`config.mk`:
```
export PLATFORM = sky130hd
export DESIGN_NAME = p2_link_controller
export DESIGN_NICKNAME = d
export VERILOG_FILES = /design/src/rtl/p2_link_controller.sv
export SDC_FILE = /design/constraint.sdc
export NUM_CORES = 1
export LEC_CHECK = 0
export BUFFER_PORTS_ARGS = -buffer_cell sky130_fd_sc_hd__clkbuf_2
export CORE_MARGIN = 2
export CORE_UTILIZATION = 41
export DETAILED_ROUTE_END_ITERATION = 10
export PLACE_DENSITY = 0.6
export SETUP_SLACK_MARGIN = 0.02
export SLEW_MARGIN = 20
export SYNTH_ARGS = -nofsm -noshare
export SYNTH_HDL_FRONTEND = slang
export SYNTH_SLANG_ARGS = --single-unit
```
`constraint.sdc`:
```
create_clock -name clk -period 5.4 [get_ports clk]
set_input_delay 1.08 -clock clk [delete_from_list [all_inputs] [get_ports clk]]
set_output_delay 1.08 -clock clk [all_outputs]
set_load 0.01 [all_outputs]
```
`src/rtl/p2_link_controller.sv`:
```
// rtl/p2_link_controller.sv - player-2 button link: slave frame transmitter and master frame receiver
module p2_link_controller #(
    parameter int BIT_TICKS      = 1000,
    parameter int FRAME_GAP_BITS = 2,
    parameter int TIMEOUT_FRAMES = 8
) (
    input  logic       clk,
    input  logic       rst_n,
    input  logic       isMaster,
    input  logic [4:0] btn_in,
    input  logic       link_rx,
    output logic       link_tx,
    output logic [4:0] btn_out,
    output logic       link_ok,
    output logic       frame_err
);
    localparam int TICK_W   = $clog2(BIT_TICKS);
    localparam int BIT_MAX  = (FRAME_GAP_BITS > 5) ? FRAME_GAP_BITS : 5;
    localparam int BIT_W    = $clog2(BIT_MAX + 1);
    localparam int TO_LIMIT = TIMEOUT_FRAMES * (8 + FRAME_GAP_BITS) * BIT_TICKS;
    localparam int TO_W     = $clog2(TO_LIMIT + 1);
    localparam logic [TICK_W-1:0] TICK_LAST = TICK_W'(BIT_TICKS - 1);
    localparam logic [TICK_W-1:0] TICK_HALF = TICK_W'(BIT_TICKS / 2 - 1);
    localparam logic [BIT_W-1:0]  DATA_LAST = BIT_W'(4);
    localparam logic [BIT_W-1:0]  GAP_LAST  = BIT_W'(FRAME_GAP_BITS - 1);
    localparam logic [TO_W-1:0]   TO_MAX    = TO_W'(TO_LIMIT);
    localparam logic [TO_W-1:0]   TO_LAST   = TO_W'(TO_LIMIT - 1);

    typedef enum logic [2:0] {TX_IDLE, TX_START, TX_DATA, TX_PARITY, TX_STOP, TX_GAP} txState_t;
    typedef enum logic [2:0] {RX_IDLE, RX_START, RX_DATA, RX_PARITY, RX_STOP} rxState_t;

    txState_t          txState, txNext;
    rxState_t          rxState, rxNext;
    logic [TICK_W-1:0] txTick, rxTick;
    logic [BIT_W-1:0]  txBit, txBitNext;
    logic [2:0]        rxBit;
    logic [4:0]        txData, rxData;
    logic              rxPar, txLevel;
    logic              rxSync1, rxSync2, rxPrev;
    logic [TO_W-1:0]   toCnt;
    logic              prevMaster, roleChange, txHold, rxHold;
    logic              txBitEnd, rxHalf, rxFull, rxFall;
    logic              frameDone, frameGood, frameBad;

    // Any role edge parks both FSMs for one cycle so a half-received frame is dropped.
    assign roleChange = isMaster ^ prevMaster;
    assign txHold     = isMaster | roleChange;
    assign rxHold     = ~isMaster | roleChange;
    assign txBitEnd   = (txTick == TICK_LAST);
    assign rxHalf     = (rxTick == TICK_HALF);
    assign rxFull     = (rxTick == TICK_LAST);
    assign rxFall     = rxPrev & ~rxSync2;

    always_ff @(posedge clk or negedge rst_n) begin
        if (!rst_n) begin
            txState <= TX_IDLE;
            rxState <= RX_IDLE;
        end else begin
            txState <= txNext;
            rxState <= rxNext;
        end
    end

    always_comb begin
        txNext    = txState;
        txBitNext = txBit;
        if (txHold) begin
            txNext    = TX_IDLE;
            txBitNext = '0;
        end else begin
            case (txState)
                TX_IDLE: begin
                    txNext    = TX_START;
                    txBitNext = '0;
                end
                TX_START: if (txBitEnd) begin
                    txNext    = TX_DATA;
                    txBitNext = '0;
                end
                TX_DATA: if (txBitEnd) begin
                    if (txBit == DATA_LAST) begin
                        txNext    = TX_PARITY;
                        txBitNext = '0;
                    end else begin
                        txBitNext = txBit + 1'b1;
                    end
                end
                TX_PARITY: if (txBitEnd) txNext = TX_STOP;
                TX_STOP: if (txBitEnd) begin
                    txNext    = (FRAME_GAP_BITS > 0) ? TX_GAP : TX_START;
                    txBitNext = '0;
                end
                TX_GAP: if (txBitEnd) begin
                    if (txBit == GAP_LAST) begin
                        txNext    = TX_START;
                        txBitNext = '0;
                    end else begin
                        txBitNext = txBit + 1'b1;
                    end
                end
                default: txNext = TX_IDLE;
            endcase
        end
    end

    // Line level follows the state being entered so link_tx lines up with the state register.
    always_comb begin
        case (txNext)
            TX_START:  txLevel = 1'b0;
            TX_DATA:   txLevel = txData[txBitNext[2:0]];
            TX_PARITY: txLevel = ^txData;
            default:   txLevel = 1'b1;
        endcase
    end

    always_ff @(posedge clk or negedge rst_n) begin
        if (!rst_n) begin
            txBit   <= '0;
            txTick  <= '0;
            txData  <= '0;
            link_tx <= 1'b1;
        end else begin
            txBit   <= txBitNext;
            txTick  <= (txHold || txState == TX_IDLE || txBitEnd) ? '0 : txTick + 1'b1;
            if (txNext == TX_START && txState != TX_START) txData <= btn_in;
            link_tx <= txLevel;
        end
    end

    always_comb begin
        rxNext = rxState;
        if (rxHold) begin
            rxNext = RX_IDLE;
        end else begin
            case (rxState)
                RX_IDLE:   if (rxFall) rxNext = RX_START;
                RX_START:  if (rxHalf) rxNext = rxSync2 ? RX_IDLE : RX_DATA;
                RX_DATA:   if (rxFull && rxBit == 3'd4) rxNext = RX_PARITY;
                RX_PARITY: if (rxFull) rxNext = RX_STOP;
                RX_STOP:   if (rxFull) rxNext = RX_IDLE;
                default:   rxNext = RX_IDLE;
            endcase
        end
    end

    always_comb begin
        frameDone = !rxHold && rxState == RX_STOP && rxFull;
        frameGood = frameDone && rxSync2 && ((^rxData) == rxPar);
        frameBad  = frameDone && !frameGood;
    end

    always_ff @(posedge clk or negedge rst_n) begin
        if (!rst_n) begin
            rxSync1    <= 1'b1;
            rxSync2    <= 1'b1;
            rxPrev     <= 1'b1;
            rxTick     <= '0;
            rxBit      <= '0;
            rxData     <= '0;
            rxPar      <= 1'b0;
            prevMaster <= 1'b0;
        end else begin
            rxSync1    <= link_rx;
            rxSync2    <= rxSync1;
            rxPrev     <= rxSync2;
            prevMaster <= isMaster;
            rxTick     <= (rxHold || rxState == RX_IDLE || rxNext != rxState || rxFull) ? '0 : rxTick + 1'b1;
            if (rxHold || rxState != RX_DATA) rxBit <= '0;
            else if (rxFull) rxBit <= rxBit + 1'b1;
            if (rxState == RX_DATA && rxFull) rxData <= {rxSync2, rxData[4:1]};
            if (rxState == RX_PARITY && rxFull) rxPar <= rxSync2;
        end
    end

    // A good frame wins over a timeout expiring in the same cycle.
    always_ff @(posedge clk or negedge rst_n) begin
        if (!rst_n) begin
            btn_out   <= '0;
            link_ok   <= 1'b0;
            frame_err <= 1'b0;
            toCnt     <= '0;
        end else begin
            frame_err <= frameBad;
            if (rxHold) begin
                btn_out <= '0;
                link_ok <= 1'b0;
                toCnt   <= '0;
            end else if (frameGood) begin
                btn_out <= rxData;
                link_ok <= 1'b1;
                toCnt   <= '0;
            end else if (toCnt != TO_MAX) begin
                toCnt <= toCnt + 1'b1;
                if (toCnt == TO_LAST) begin
                    btn_out <= '0;
                    link_ok <= 1'b0;
                end
            end
        end
    end
endmodule

```
==> metrics, run 1 <==
vias in the first global route=2,456; cell family with most CP delay=simple AND/OR/NAND/NOR gates; Post-Route WL=around 6700 um; Vias/cell=5.18; CP Depth=7; pin count of the biggest net entering global routing=73; Final Skew=0.00439 ns; routed len/inst=13.8 um; Synth Area in XOR/XNOR=0.102; fmax=approximately 340 MHz; Post-synth top flop=dfrtp_1; Slew Limit Fails=0; Worst Setup SP=rxTick[0]; Clock Sinks=between 70 and 80; FF/Latch Area=1810 um2; drt first-iter violations=163; cts bufs inserted=9; NumNets Final=391; Die X=98.7 um; cell total after placement=469; # fillers=between 800 and 900; Clock Path Buffers=2; PortBufs=16; CTS tree=built; unrepaired setup endpoints after global routing=no; Max Cap Violations=0; RePlAce Congestion=between 0.8 and 0.9; # H-tree levels=3; synth warn=0; Async SR Flop Fraction=1.00; DRC viols=0; Clock transition at path regs=0.07 ns; grt met3 use=0.0270; R2R depth=7; number of flops mapped to enable cells by yosys=0; largest family of logic cells by synthesized area=simple AND/OR/NAND/NOR gates; Final Cycle Share=0.545; Worst setup SP type=flop; multiplexer area fraction after synthesis=0.0360; critical path class=flop to flop; gr ovfl total=0; I/O pins=17; Via Count=2,512; Hold Fails Final Rpt=0; Simple-Gate Fraction of Synth Area=0.216; # setup viols final=0; maximum VDD drop=0.105 mV; antenna violations before repair=0; routing usage on met1=0.220; Slew headroom=0.401; DRT antenna net count=0; Clock Latency Late Sink=0.34 ns; Cell Count, Final, Fillers Out=485; sequential element share of the synthesized area=0.491; Synth Net Count=375; reg2reg end=btn_out[0]; Post-Synth Adder-Cell Area=0.0340; Core Region=just under 9000 um2; clk root buf=clkbuf_8; crit path to=btn_out[0]; fin crit period=2.94 ns; setup_tns=0 ns; reg2reg setup slack=around 2.5 ns; synthesized instance count=356; Hold Path Class=flop to flop; all-layer global routing usage=0.150; first-pass GRT wire length=~12,000 um; complex-gate fraction of the synthesized area=0.0857; Avg Inst Size Synth=~10 um2; Post-CTS Repair Setup Buffers=0; Synth Register Bits=72; grt peak-use layer=met1; CP endpoint kind=flop; met2 Use GR=0.218; Critical Path Fanout Max=18; Antenna Cells=0; hold_buf cts=0; reg2reg start=rxTick[0]; PwrDens=247 nW/um2; num rows=34; Arrival @ worst endpoint=3.18 ns; Die Y=between 90 and 100 um; initial core utilization=0.422; Buf/Inv on CP=0; cells along the critical path=ha_1 > nand4b_2 > or3_1 > nor4_4 > nand2b_1 > a31oi_4 > a22o_1; run status=finished, final reports clean; DRT Pass-1 Iters=6; CP required=about 5.6 ns; layout cells sized above 1=0.149; synthesized area=3680 um2; Tightest Pin Transition=between 0.8 and 0.9 ns; Crit-path slowest cell=nand2b_1; area of the multi-input gates=1750 um2; synth unique cells=between 50 and 60; die area=9750 um2; HPWL Detailed=4690 um; Critical Path Max Stage Delay=between 0.6 and 0.7 ns; post-cts repair resize count=0; Leakage=1.67 nW; synth-to-layout area growth=8.50%
-- state kept, by name (all words and copies together) (netlist names), 3 cells and up --
name,cells
toCnt,17
rxState,3
txData,5
rxData,5
txTick,10
rxBit,3
txState,3
rxTick,10
txBit,3
btn_out,5
-- layout make-up --
class,instances,share of cell area
Timing Repair Buffer,16,0.0207
Multi-Input combinational cell,258,0.437
Tap cell,108,0.0338
Clock inverter,3,0.00439
Sequential cell,72,0.453
Clock buffer,13,0.0373
Inverter,15,0.0141
-- layout by cell type (no fill, tap or decap), drive strengths merged, types with 3 or more instances in the layout --
master	n
dfrtp	68
nor2	51
nand2	28
clkbuf	28
xnor2	22
nand3	21
xor2	21
inv	15
nor3	10
mux2	10
ha	10
a21oi	8
and3	5
o21ai	5
nand4	5
or4	5
a22o	5
or2	5
and2	4
dfstp	4
a31oi	4
nor4	4
nor2b	3
or3	3
-- worst min-delay path by stage --
stage / slack, ns / cells past startpoint / to / startpoint
6_report: 0.36 / 0 / rxSync2 / rxSync1
2_1_floorplan: 0.35 / 0 / rxSync2 / rxSync1
5_1_grt: 0.37 / 0 / rxSync2 / rxSync1
3_3_place_gp: 0.35 / 0 / rxSync2 / rxSync1
3_5_place_dp: 0.35 / 0 / rxSync2 / rxSync1
4_1_cts: 0.36 / 0 / rxSync2 / rxSync1
-- stage by stage --
stage	utilization	hold WS (ns)	instance area, um2	power (W)	setup WS [ns]
2_1_floorplan	-	0.345	3680	0.000609	3.06
3_3_place_gp	0.439	0.349	3830	0.000629	2.35
3_5_place_dp	0.439	0.347	3830	0.000631	2.30
4_1_cts	0.458	0.357	3990	0.00100	2.43
5_1_grt	0.458	0.365	3990	0.00103	2.21
6_report	0.458	0.357	3990	0.000987	2.46
-- where the power goes --
| part | internal (W) | total [W] | switching [W] |
|---|---|---|---|
| clock network | 0.000178 | 0.000369 | 0.000191 |
| logic | 0.0000257 | 0.0000581 | 0.0000324 |
| registers | 0.000551 | 0.000560 | 0.00000945 |
| total | 0.000755 | 0.000987 | 0.000232 |
-- cells in the mapped netlist, types with 4 or more instances --
cell      instances  share of area
nand3_1          21          0.029
nor2_1           51          0.052
nand2_1          27          0.028
dfrtp_1          68           0.46
ha_1             10          0.034
nor3_1           10          0.014
mux2_2           10          0.031
clkbuf_1          4         0.0041
a22o_1            5          0.012
xor2_1           21          0.050
nand4_1           5         0.0085
or4_1             5          0.010
and2_1            4         0.0068
xnor2_1          22          0.052
o21ai_0           5         0.0068
and3_1            5         0.0085
a21oi_1           8          0.011
inv_1            15          0.015
dfstp_2           4          0.029
-- per-layer routing --
metal / vias up / wire length [um]
met4: 0 / 108
met2: 30 / 2970
met1: 1214 / 3410
met5: - / 0
met3: 9 / 176
li1: 1259 / -
-- cell families (layout without fill, tap and decap cells) --
kind of cell    count (synthesis)  in the layout
xor+xnor                       43             43
compound gates                 39             39
mux                            12             12
buf+inv                        26             47
fa+ha+maj                      10             10
flops                          72             72
simple gates                  154            154
(Power assumes the default switching activity.)
==> run 2, diff against run 1 <==
==> constraint.sdc (replaced) <==
create_clock -name clk -period 2.8 [get_ports clk]
set_input_delay 0.56 -clock clk [delete_from_list [all_inputs] [get_ports clk]]
set_output_delay 0.56 -clock clk [all_outputs]
set_load 0.01 [all_outputs]
==> metrics, run 2 (synthesis results as in run 1) <==
run status=finished, final reports clean (unchanged); Tightest Pin Transition=0.878 ns (was 0.898 ns); drt first-iter violations=100 (was 163); routed len/inst=13.6 um (was 13.8 um); Int Power=0.00164 W (was 0.000755 W); I/O pins=17 (unchanged); cells along the critical path=ha_1 > nor4bb_2 > and3_2 > nand2_1 > or2_2 > nand4_1 > a211o_2 > mux2_2 (was ha_1 > nand4b_2 > or3_1 > nor4_4 > nand2b_1 > a31oi_4 > a22o_1); maximum VDD drop=0.315 mV (was 0.105 mV); gr ovfl total=0 (unchanged); setup_tns=0 ns (unchanged); Post-CTS Repair Setup Buffers=0 (unchanged); # setup viols final=0 (unchanged); Worst setup SP type=flop (unchanged); DRT antenna net count=0 (unchanged); HPWL Detailed=4590 um (was 4690 um); RePlAce Congestion=0.847 (was 0.858); Hold Fails Final Rpt=0 (unchanged); Arrival @ worst endpoint=2.82 ns (was 3.18 ns); Die X=98.7 um (unchanged); antenna violations before repair=0 (unchanged); # H-tree levels=3 (unchanged); most common cell after layout, fill and taps aside=dfrtp_1 (unchanged); Buf/Inv on CP=0 (unchanged); Combinational Power Share=0.054 (was 0.059); Antenna Cells=0 (unchanged); Vias/cell=5.15 (was 5.18); Seq pwr share=0.511 (was 0.567); largest registers=toCnt (17), rxTick (10), txTick (10) (unchanged); CP endpoint kind=flop (unchanged); Hold Path Class=input port to flop (was flop to flop); Clock Latency Late Sink=0.35 ns (was 0.34 ns); die area=9750 um2 (unchanged); Clock Sinks=72 (unchanged); final core utilization=0.469 (was 0.458); DRC viols=0 (unchanged); Largest Register=toCnt (unchanged); Final Cycle Share=0.925 (was 0.545); sw frac=0.223 (was 0.235); final setup margin=0.209 ns (was 2.46 ns); Max Cap Violations=0 (unchanged); initial core utilization=0.422 (unchanged); pre-CTS setup slack=0.0973 ns (was 2.30 ns); critical path class=flop to flop (unchanged); cell total after placement=474 (was 469); Via Count=2,523 (was 2,512); most frequent cells in the layout=dfrtp_1 (68), nor2_1 (51), nand2_1 (27) (unchanged); Leakage=1.72 nW (was 1.67 nW); Core Region=8720 um2 (unchanged); Critical Path Max Stage Delay=0.39 ns (was 0.68 ns); # fillers=804 (was 825); Slew headroom=0.415 (was 0.401); fin crit period=2.59 ns (was 2.94 ns); Critical Path Fanout Max=10 (was 18); clk root buf=clkbuf_8 (unchanged); PwrDens=518 nW/um2 (was 247 nW/um2); unrepaired setup endpoints after global routing=no (unchanged); Clock Path Buffers=2 (unchanged); Clock transition at path regs=0.07 ns (about the same); max FFs per register=17 (unchanged); fmax=386 MHz (was 340 MHz); Final Skew=0.0134 ns (was 0.00439 ns); area of the multi-input gates=1750 um2 (about the same); Slew Limit Fails=0 (unchanged); DRT Pass-1 Iters=4 (was 6); all-layer global routing usage=0.152 (was 0.150); synth-to-layout area growth=11.1% (was 8.50%); num rows=34 (unchanged); FF/Latch Area=1810 um2 (unchanged); cts bufs inserted=9 (unchanged); Clock power frac=0.435 (was 0.374); Post-Route WL=6650 um (was 6670 um); pin count of the biggest net entering global routing=73 (unchanged); CP required=3.03 ns (was 5.63 ns); CTS tree=built (unchanged); cell family with most CP delay=simple AND/OR/NAND/NOR gates (unchanged); Cell Count, Final, Fillers Out=490 (was 485); Crit-path slowest cell=dfrtp_1 (was nand2b_1); Die Y=98.7 um (unchanged); Net Switching=0.000471 W (was 0.000232 W); first-pass GRT wire length=11,900 um (was 11,800 um); layout cells sized above 1=0.165 (was 0.149); NumNets Final=396 (was 391); vias in the first global route=2,442 (was 2,456); PortBufs=16 (unchanged)
run 2: power groups by stage:
stage / combinational [W] / clock, W / sequential [W]
finish: 0.000115 / 0.000920 / 0.00108
global placement: 0.000116 / 0 / 0.00110
CTS: 0.000119 / 0.000952 / 0.00108
detailed placement: 0.000119 / 0 / 0.00110
floorplan: 0.0000786 / 0 / 0.00109
global route: 0.000133 / 0.00101 / 0.00108
run 2: cell type report:
type                            instances  share of cell area
Clock buffer                           12              0.0355
Clock inverter                          4              0.0190
Inverter                               15              0.0138
Multi-Input combinational cell        258               0.427
Sequential cell                        72               0.442
Tap cell                              108              0.0331
Timing Repair Buffer                   21              0.0294
run 2: path summary, 6_finish.rpt:
kind | end | cells after the start | slack (ns) | startpoint
worst max-delay path | txData[3] | 8 | 0.21 | txTick[0]
worst min-delay path | rxSync1 | 1 | 0.30 | link_rx
worst max register to register | txData[3] | 8 | 0.21 | txTick[0]
worst min register to register | rxSync2 | 0 | 0.36 | rxSync1
max in group asynchronous | rxTick[2] | 1 | 1.89 | rst_n
min in group asynchronous | toCnt[2] | 1 | 0.34 | rst_n
run 2: worst reg2reg max path: cells and delay by family, from the launching register on:
kind | cells | cell delay [ns]
muxes | 1 | 0.34
DFF | 1 | 0.39
and+or+nand+nor | 5 | 1.35
adders and majority gates | 1 | 0.21
AOI/OAI and AO/OA | 1 | 0.19
run 2: per-layer routing:
metal / up-vias / track usage / share of wire
li1: 1276 / - / -
met1: 1204 / 0.220 / 0.50
met2: 37 / 0.220 / 0.45
met3: 6 / 0.0440 / 0.038
met4: 0 / 0.0506 / 0.010
met5: - / 0 / 0
run 2: repair_timing:
action                                  in CTS  in global routing
hold buffers                                 0                  0
endpoints found under the setup margin       0                  6
endpoints found under the hold margin        0                  0
resized for setup                            0                  1
run 2: per-stage QoR:
step | hold slack (ns) | cell area, um2 | total power (W)
3_3_place_gp | 0.352 | 3860 | 0.00122
2_1_floorplan | 0.264 | 3680 | 0.00117
6_report | 0.298 | 4090 | 0.00212
5_1_grt | 0.268 | 4090 | 0.00222
3_5_place_dp | 0.352 | 3860 | 0.00122
4_1_cts | 0.277 | 4090 | 0.00215
